--- src/rtl/if_fetch_unit.sv ---
`default_nettype none
// ============================================================================
// Module   : if_fetch_unit
// Purpose  : Instruction-fetch front end. Owns the fetch PC, issues word
//            requests over a valid/ready channel (in-order responses), and
//            buffers returned instructions tagged with their PCs for decode.
//            A taken branch redirects the PC, flushes the queue and discards
//            every response still in flight.
// Ports    : clk, rst_n (async, active-low)
//            imem_req_valid/ready/addr  - fetch request channel
//            imem_rsp_valid/data        - in-order response, no backpressure
//            branch_taken/target_pc     - redirect from execute
//            stall                      - decode cannot accept
//            instr_valid/instr/instr_pc - queue head to decode
//            misalign_trap              - only with FETCH_MISALIGN_TRAP_EN
// Options  : `define FETCH_MISALIGN_TRAP_EN to trap (and halt fetch) on a
//            redirect to a non-word-aligned target instead of clearing the
//            two low target bits.
// Revision : 1.0 - initial release
// ============================================================================
module if_fetch_unit #(
  parameter logic [31:0] RESET_PC   = 32'h0000_0000,
  parameter int unsigned FIFO_DEPTH = 2
) (
  input  logic        clk,
  input  logic        rst_n,
  output logic        imem_req_valid,
  input  logic        imem_req_ready,
  output logic [31:0] imem_req_addr,
  input  logic        imem_rsp_valid,
  input  logic [31:0] imem_rsp_data,
  input  logic        branch_taken,
  input  logic [31:0] target_pc,
  input  logic        stall,
`ifdef FETCH_MISALIGN_TRAP_EN
  output logic        misalign_trap,
`endif
  output logic        instr_valid,
  output logic [31:0] instr,
  output logic [31:0] instr_pc
);

  localparam int unsigned AW = (FIFO_DEPTH > 1) ? $clog2(FIFO_DEPTH) : 1;
  localparam int unsigned CW = AW + 1;
  localparam logic [CW:0] c_depth = FIFO_DEPTH[CW:0];

  logic [31:0]   pc_q, pc_d;
  logic [CW-1:0] out_cnt_q, out_cnt_d;
  logic [CW-1:0] drop_cnt_q, drop_cnt_d;
  logic [CW-1:0] iq_cnt_q, iq_cnt_d;
  logic [AW-1:0] tag_wr_q, tag_wr_d, tag_rd_q, tag_rd_d;
  logic [AW-1:0] iq_wr_q, iq_wr_d, iq_rd_q, iq_rd_d;

  logic [31:0]   tag_mem_q [FIFO_DEPTH];
  logic [31:0]   iq_data_q [FIFO_DEPTH];
  logic [31:0]   iq_pc_q   [FIFO_DEPTH];

  logic [CW:0]   w_cap_sum;
  logic          w_halt;
  logic          w_req_fire;
  logic          w_rsp_ok;
  logic          w_rsp_keep;
  logic          w_rsp_drop;
  logic          w_iq_empty;
  logic          w_pop;

`ifdef FETCH_MISALIGN_TRAP_EN
  logic          trap_q, trap_d;
  assign w_halt        = trap_q;
  assign misalign_trap = trap_q;
`else
  logic          w_unused_lsb;
  assign w_halt       = 1'b0;
  assign w_unused_lsb = ^target_pc[1:0];
`endif

  // Capacity counts both in-flight requests (including ones that will be
  // dropped) and queued instructions, so a response can never overflow.
  assign w_cap_sum      = {1'b0, out_cnt_q} + {1'b0, iq_cnt_q};
  assign imem_req_valid = rst_n & (w_cap_sum < c_depth) & ~branch_taken & ~w_halt;
  assign imem_req_addr  = pc_q;
  assign w_req_fire     = imem_req_valid & imem_req_ready;

  // A response with nothing outstanding is a protocol error and is ignored.
  assign w_rsp_ok   = imem_rsp_valid & (out_cnt_q != '0);
  assign w_rsp_drop = w_rsp_ok & (drop_cnt_q != '0);
  assign w_rsp_keep = w_rsp_ok & (drop_cnt_q == '0);

  assign w_iq_empty  = (iq_cnt_q == '0);
  assign instr_valid = ~w_iq_empty & ~branch_taken;
  assign w_pop       = instr_valid & ~stall;
  assign instr       = w_iq_empty ? 32'h0 : iq_data_q[iq_rd_q];
  assign instr_pc    = w_iq_empty ? 32'h0 : iq_pc_q[iq_rd_q];

  always_comb begin
    pc_d       = pc_q;
    out_cnt_d  = out_cnt_q + CW'(w_req_fire) - CW'(w_rsp_ok);
    drop_cnt_d = drop_cnt_q;
    iq_cnt_d   = iq_cnt_q;
    tag_wr_d   = tag_wr_q;
    tag_rd_d   = tag_rd_q;
    iq_wr_d    = iq_wr_q;
    iq_rd_d    = iq_rd_q;
`ifdef FETCH_MISALIGN_TRAP_EN
    trap_d     = trap_q;
`endif
    if (branch_taken) begin
      // No request fires in a redirect cycle, so everything still
      // outstanding after this edge belongs to the old path.
      drop_cnt_d = out_cnt_d;
      iq_cnt_d   = '0;
      tag_wr_d   = '0;
      tag_rd_d   = '0;
      iq_wr_d    = '0;
      iq_rd_d    = '0;
`ifdef FETCH_MISALIGN_TRAP_EN
      pc_d       = target_pc;
      trap_d     = (target_pc[1:0] != 2'b00);
`else
      pc_d       = {target_pc[31:2], 2'b00};
`endif
    end else begin
      if (w_req_fire) begin
        pc_d     = pc_q + 32'd4;
        tag_wr_d = tag_wr_q + AW'(1);
      end
      if (w_rsp_keep) begin
        tag_rd_d = tag_rd_q + AW'(1);
        iq_wr_d  = iq_wr_q + AW'(1);
      end
      if (w_rsp_drop) begin
        drop_cnt_d = drop_cnt_q - CW'(1);
      end
      if (w_pop) begin
        iq_rd_d = iq_rd_q + AW'(1);
      end
      iq_cnt_d = iq_cnt_q + CW'(w_rsp_keep) - CW'(w_pop);
    end
  end

  always_ff @(posedge clk or negedge rst_n) begin
    if (!rst_n) begin
      pc_q       <= RESET_PC;
      out_cnt_q  <= '0;
      drop_cnt_q <= '0;
      iq_cnt_q   <= '0;
      tag_wr_q   <= '0;
      tag_rd_q   <= '0;
      iq_wr_q    <= '0;
      iq_rd_q    <= '0;
`ifdef FETCH_MISALIGN_TRAP_EN
      trap_q     <= 1'b0;
`endif
    end else begin
      pc_q       <= pc_d;
      out_cnt_q  <= out_cnt_d;
      drop_cnt_q <= drop_cnt_d;
      iq_cnt_q   <= iq_cnt_d;
      tag_wr_q   <= tag_wr_d;
      tag_rd_q   <= tag_rd_d;
      iq_wr_q    <= iq_wr_d;
      iq_rd_q    <= iq_rd_d;
`ifdef FETCH_MISALIGN_TRAP_EN
      trap_q     <= trap_d;
`endif
    end
  end

  // Storage needs no reset: tags are written before being read and the
  // queue outputs are forced to zero while the queue is empty.
  always_ff @(posedge clk) begin
    if (w_req_fire) begin
      tag_mem_q[tag_wr_q] <= pc_q;
    end
    if (w_rsp_keep) begin
      iq_data_q[iq_wr_q] <= imem_rsp_data;
      iq_pc_q[iq_wr_q]   <= tag_mem_q[tag_rd_q];
    end
  end

endmodule
`default_nettype wire

--- config.mk ---
export PLATFORM = sky130hd
export DESIGN_NAME = if_fetch_unit
export DESIGN_NICKNAME = d
export VERILOG_FILES = /design/src/rtl/if_fetch_unit.sv
export SDC_FILE = /design/constraint.sdc
export NUM_CORES = 1
export LEC_CHECK = 0
export ABC_AREA = 1
export ABC_CLOCK_PERIOD_IN_PS = 12200
export CELL_PAD_IN_SITES_DETAIL_PLACEMENT = 1
export CELL_PAD_IN_SITES_GLOBAL_PLACEMENT = 2
export CORE_MARGIN = 2
export CORE_UTILIZATION = 25
export CTS_CLUSTER_DIAMETER = 40
export DETAILED_ROUTE_END_ITERATION = 8
export PLACE_DENSITY = 0.59
export SYNTH_ARGS = -nofsm -noshare
export SYNTH_HDL_FRONTEND = slang
export SYNTH_SLANG_ARGS = --single-unit
--- constraint.sdc ---
create_clock -name clk -period 12.2 [get_ports clk]
set_clock_uncertainty 0.05 [all_clocks]
set_input_delay 2.44 -clock clk [delete_from_list [all_inputs] [get_ports clk]]
set_output_delay 2.44 -clock clk [all_outputs]
set_load 0.05 [all_outputs]
=== Word-level counts from Yosys, hierarchy flattened ===
Memories as Yosys holds them, arrays and structs flattened.
Cells that the tools add are included.

* Bitwise gates (word level): 11
* Mux-type cells: 19
* Order comparisons: 1
* $add $sub $neg: 11
* Reductions and logical operators: 8

{| class="wikitable"
|+ Operators by type and width
! operator !! number
|-
| 32-bit two-way mux || 4
|-
| 32-bit by 3-bit adder with 32-bit output (second input constant) || 1
|-
| 1-bit two-way mux || 12
|-
| 2-bit nonzero test || 6
|-
| 1-bit AND || 8
|-
| 2-bit two-way mux || 3
|-
| 1-bit adder (second input constant) || 4
|-
| 2-bit by 1-bit adder with 2-bit output || 2
|-
| 2-bit logical NOT || 2
|-
| 2-bit by 1-bit subtractor with 2-bit output || 2
|-
| 2-bit by 2-bit adder with 3-bit output || 1
|-
| 3-bit by 2-bit < comparator with 1-bit output (second input constant) || 1
|-
| 1-bit inverter || 3
|-
| 2-bit by 1-bit subtractor with 2-bit output (second input constant) || 1
|}

* Logic and storage cells: 61
* Output and inout port bits: 98
* Memories kept: 3
* Memory bits (writable): 192
* Input bits: 70
* Register bits after elaboration: 42

{| class="wikitable"
|+ Memories
! name !! words !! width !! read ports !! clocked after Yosys merged registers in !! wr ports !! RTL line !! source
|-
| iq_data_q || 2 || 32 || 1 || 0 || 1 || 55 || <nowiki>logic [31:0] iq_data_q [FIFO_DEPTH];</nowiki>
|-
| iq_pc_q || 2 || 32 || 1 || 0 || 1 || 56 || <nowiki>logic [31:0] iq_pc_q [FIFO_DEPTH];</nowiki>
|-
| tag_mem_q || 2 || 32 || 1 || 0 || 1 || 54 || <nowiki>logic [31:0] tag_mem_q [FIFO_DEPTH];</nowiki>
|}

=== Depth between registers and ports, before layout ===
* Depth in word-level cells: 8
* Gate-level depth with buffers: 11
* Gate-level depth less buffers: 10

=== Least setup slack after synthesis ===
Ideal clock, no wire load.

* Kind: input to output
* Start: input port branch_taken
* End: output port imem_req_valid
* Setup slack: 6.245 ns
* Cell stages on the path: 3
* Required time: 9.710 ns
* Data arrival time: 3.465 ns
* Buffers on the path: 2
* Cells stage by stage: buf_2 -> buf_1 -> nor2_1

* Word-level cells in the longest chain between the ends: 2

{| class="wikitable"
|+ RTL lines
! what !! RTL line !! source
|-
| start: declaration || 32 || <nowiki>input logic branch_taken,</nowiki>
|-
| 1-bit inverter || 80 || <nowiki>assign imem_req_valid = rst_n & (w_cap_sum < c_depth) & ~branch_taken & ~w_halt;</nowiki>
|-
| 1-bit AND || 80 ||
|-
| end: declaration || 27 || <nowiki>output logic imem_req_valid,</nowiki>
|}

Every way passes these cells.

=== Final worst setup path ===
Ends and elaborated chain as after synthesis.

==> results by group <==
Timing
  • Fin. Hold Viols: 0
  • Crit path time final: 6.62 ns
  • F_max: roughly 0.15 GHz
  • Fin crit share: 0.542
  • Max transition margin: 0.286
  • # setup viols final: 0
  • Final Max Tran Viols: 0
  • Least-Margin Pin Slew: 1.07 ns
  • Setup TNS: 0 ns
  • Unrepaired setup endpoints after global routing: no
  • Fin Hold WS: around 0.48 ns

Drt
  • Via count: ~7,000
  • Final WL: 27.2 mm
  • Pre-antenna DRT Iters: 4
  • Avg WL per Cell: around 17 um
  • Residual DRC: 0
  • Vias per cell: 4.29
  • DRT antenna net count: 0
  • Initial DRC count: 244

Critical path
  • Slowest CP cell: clkdlybuf4s50_1
  • CP Data Arrival Time: 4.13 ns
  • Critical path class: in -> out
  • WP data required: ~9.7 ns
  • CP most frequent cell: clkdlybuf4s50_1
  • Critical path's top delay family: buffers and inverters
  • Worst path bufs/invs: 3
  • Crit. End Element: primary output
  • Crit path max fanout: 40
  • CP cell instances: clkdlybuf4s50_1 -> buf_4 -> nor2_1 -> clkdlybuf4s50_1
  • CP startpoint kind: input pin
  • Max incr delay on CP: 0.72 ns

Layout
  • Fin nets: roughly 1,200
  • N_diodes: 0
  • Layout cells sized above 1: 0.0990
  • Area grow syn2layout: 37.7%

Power and ir drop
  • Worst VDD drop: 88.9 uV
  • P_int: between 1.5 and 2 mW
  • Tot Pwr: 3.14 mW
  • Pwr Density: ~240 nW/um2
  • Switch Pwr: 1.17 mW
  • Combinational power share: 0.305
  • Clock power frac: 0.371
  • Sequential share of power: 0.324
  • Leakage power: 4.95 nW
  • Net Sw Frac: 0.372

Clock tree
  • Clk slew on worst S/H paths: 0.05 ns
  • Sink Count: 224
  • PostCTS Resize Cnt: 0
  • Root Driver: clkbuf_16
  • H-tree levels: 2
  • Clock latency on the worst-skew pair: 0.54 ns
  • CTS Buffer Depth: 3
  • Setup repair bufs after CTS: 0
  • Num CTS Buffers: 43
  • Post-CTS Hold Fix Bufs: 0
  • CTS tree: yes

Placed design
  • Dpl hpwl: 16.8 mm
  • Port Buffers: 161
  • RePlAce Congestion: roughly 0.74

Synthesis
  • Synth top area cells: edfxtp_1 58%, nand2_1 13%, dfrtp_1 10%
  • Number of flops mapped to enable cells by yosys: 184
  • Sequential-to-total area share from yosys stat: 0.683
  • Most common cell in the netlist: nand2_1
  • Count of cell types in the netlist: 29
  • Synth Flop Type: edfxtp_1
  • Cells after synthesis: 900
  • Top-area cell type share of the netlist area: 0.578
  • Syn Std Cell Area: 9560 um2
  • Syn avg cell area: 10.6 um2
  • Yosys reg bits: between 200 and 250
  • Synth top cells by count: 342 x nand2_1, 184 x edfxtp_1, 66 x a21oi_1
  • Async SR Flop Fraction: 0.179
  • Warnings from Yosys: 0
  • Post-synth top area cell: edfxtp_1

Die
  • Chip height: 200 um
  • Die ar.: 39,800 um2
  • Core footprint: 37,700 um2
  • Boundary Pins: 168
  • Row cnt: 71
  • Die X: 200 um
  • Initial core utilization: 0.254

Min path
  • Worst hold path type: reg -> reg

Global routing
  • Initial antenna violation count: 1
  • Total gr overflow: 0
  • Largest net degree at the start of global routing: 64
  • First-pass GRT wire length: 41.5 mm
  • Number of global-route vias before repair: approximately 7,300
  • GRT Overall Usage: 0.139

Run status
  • Status: finished clean

Run
  • Max-cap violations: 0
## tightest hold or removal path: cells and delay by family, from the launching register on
family        cells  cell delay (ns)
flops             1             0.31
simple gates      2             0.12
## cell type report
cell class / instances / area (um2)
multi-input cells: 587 / 2680
clock inverters: 28 / 287
inverters: 52 / 195
clock buffers: 49 / 1150
fillers: 4246 / 24500
well taps: 511 / 639
repair buffers: 171 / 1680
flip-flops and latches: 224 / 6530
## state kept, by name, summed over array words and instances (netlist names)
name           count
iq_data_q         64
out_cnt_q          2
tag_mem_q         60
iq_pc_q           60
tag_wr_q           1
drop_cnt_q         2
iq_wr_q            1
iq_cnt_q           2
tag_rd_q           1
imem_req_addr     30
iq_rd_q            1
## cells by family after synthesis
group,after synthesis,share of synthesized area
adders and majority gates,7,0.00995
xor gates and xnor gates,12,0.0110
DFF,224,0.683
and+or+nand+nor,467,0.201
other,1,0.000392
buffers and inverters,92,0.0406
AOI/OAI and AO/OA,97,0.0539
## metal layers
layer	vias up	share of wire	wire length, um	global-route usage
li1	3382	-	-	-
met1	3372	0.45	12300	0.174
met2	165	0.47	12800	0.233
met3	41	0.058	1590	0.0385
met4	2	0.019	512	0.0420
met5	-	0.00048	13	0
## final timing paths
path	startpoint	to	slack [ns]	cells past startpoint
setup / recovery	branch_taken	imem_req_valid	5.58	4
setup reg to reg	iq_cnt_q[0]	drop_cnt_q[1]	9.16	10
min in group asynchronous	rst_n	imem_req_addr[26]	1.95	2
hold reg to reg	tag_mem_q[0][7]	iq_pc_q[0][7]	0.48	2
max in group asynchronous	rst_n	iq_rd_q	9.68	2
hold / removal	tag_mem_q[0][7]	iq_pc_q[0][7]	0.48	2
## stage by stage
| stage | worst slack [ns] | cells | util | cell area [um2] |
|---|---|---|---|---|
| final | 5.58 | 1622 | 0.349 | 13200 |
| after global routing | 5.49 | 1622 | 0.349 | 13200 |
| after CTS | 5.55 | 1622 | 0.349 | 13200 |
| after detailed placement | 5.55 | 1545 | 0.311 | 11700 |
| after global placement | 5.55 | 1545 | 0.311 | 11700 |
| after floorplan | 6.25 | 903 | - | 9570 |
## power groups by stage
stage          Sequential (mW)  Clock, mW  Combinational, mW
2_1_floorplan             1.07          0              0.574
3_3_place_gp              1.03          0              0.975
3_5_place_dp              1.03          0              0.983
4_1_cts                   1.02       1.20              0.986
5_1_grt                   1.03       1.23               1.04
6_report                  1.02       1.17              0.958
## layout by cell type, fill, tap and decap left out, drive strengths merged, types with 5 or more instances in the layout
cell and instances:
dfrtp 40, nor2 49, o21bai 7, ha 6
nand2 348, o21ai 19, buf 11, inv 60
clkinv 13, clkbuf 49, xor2 5, edfxtp 184
nand3 63, clkdlybuf4s50 160, a21oi 66, xnor2 7
No activity file was read; power rests on OpenSTA's default activity.
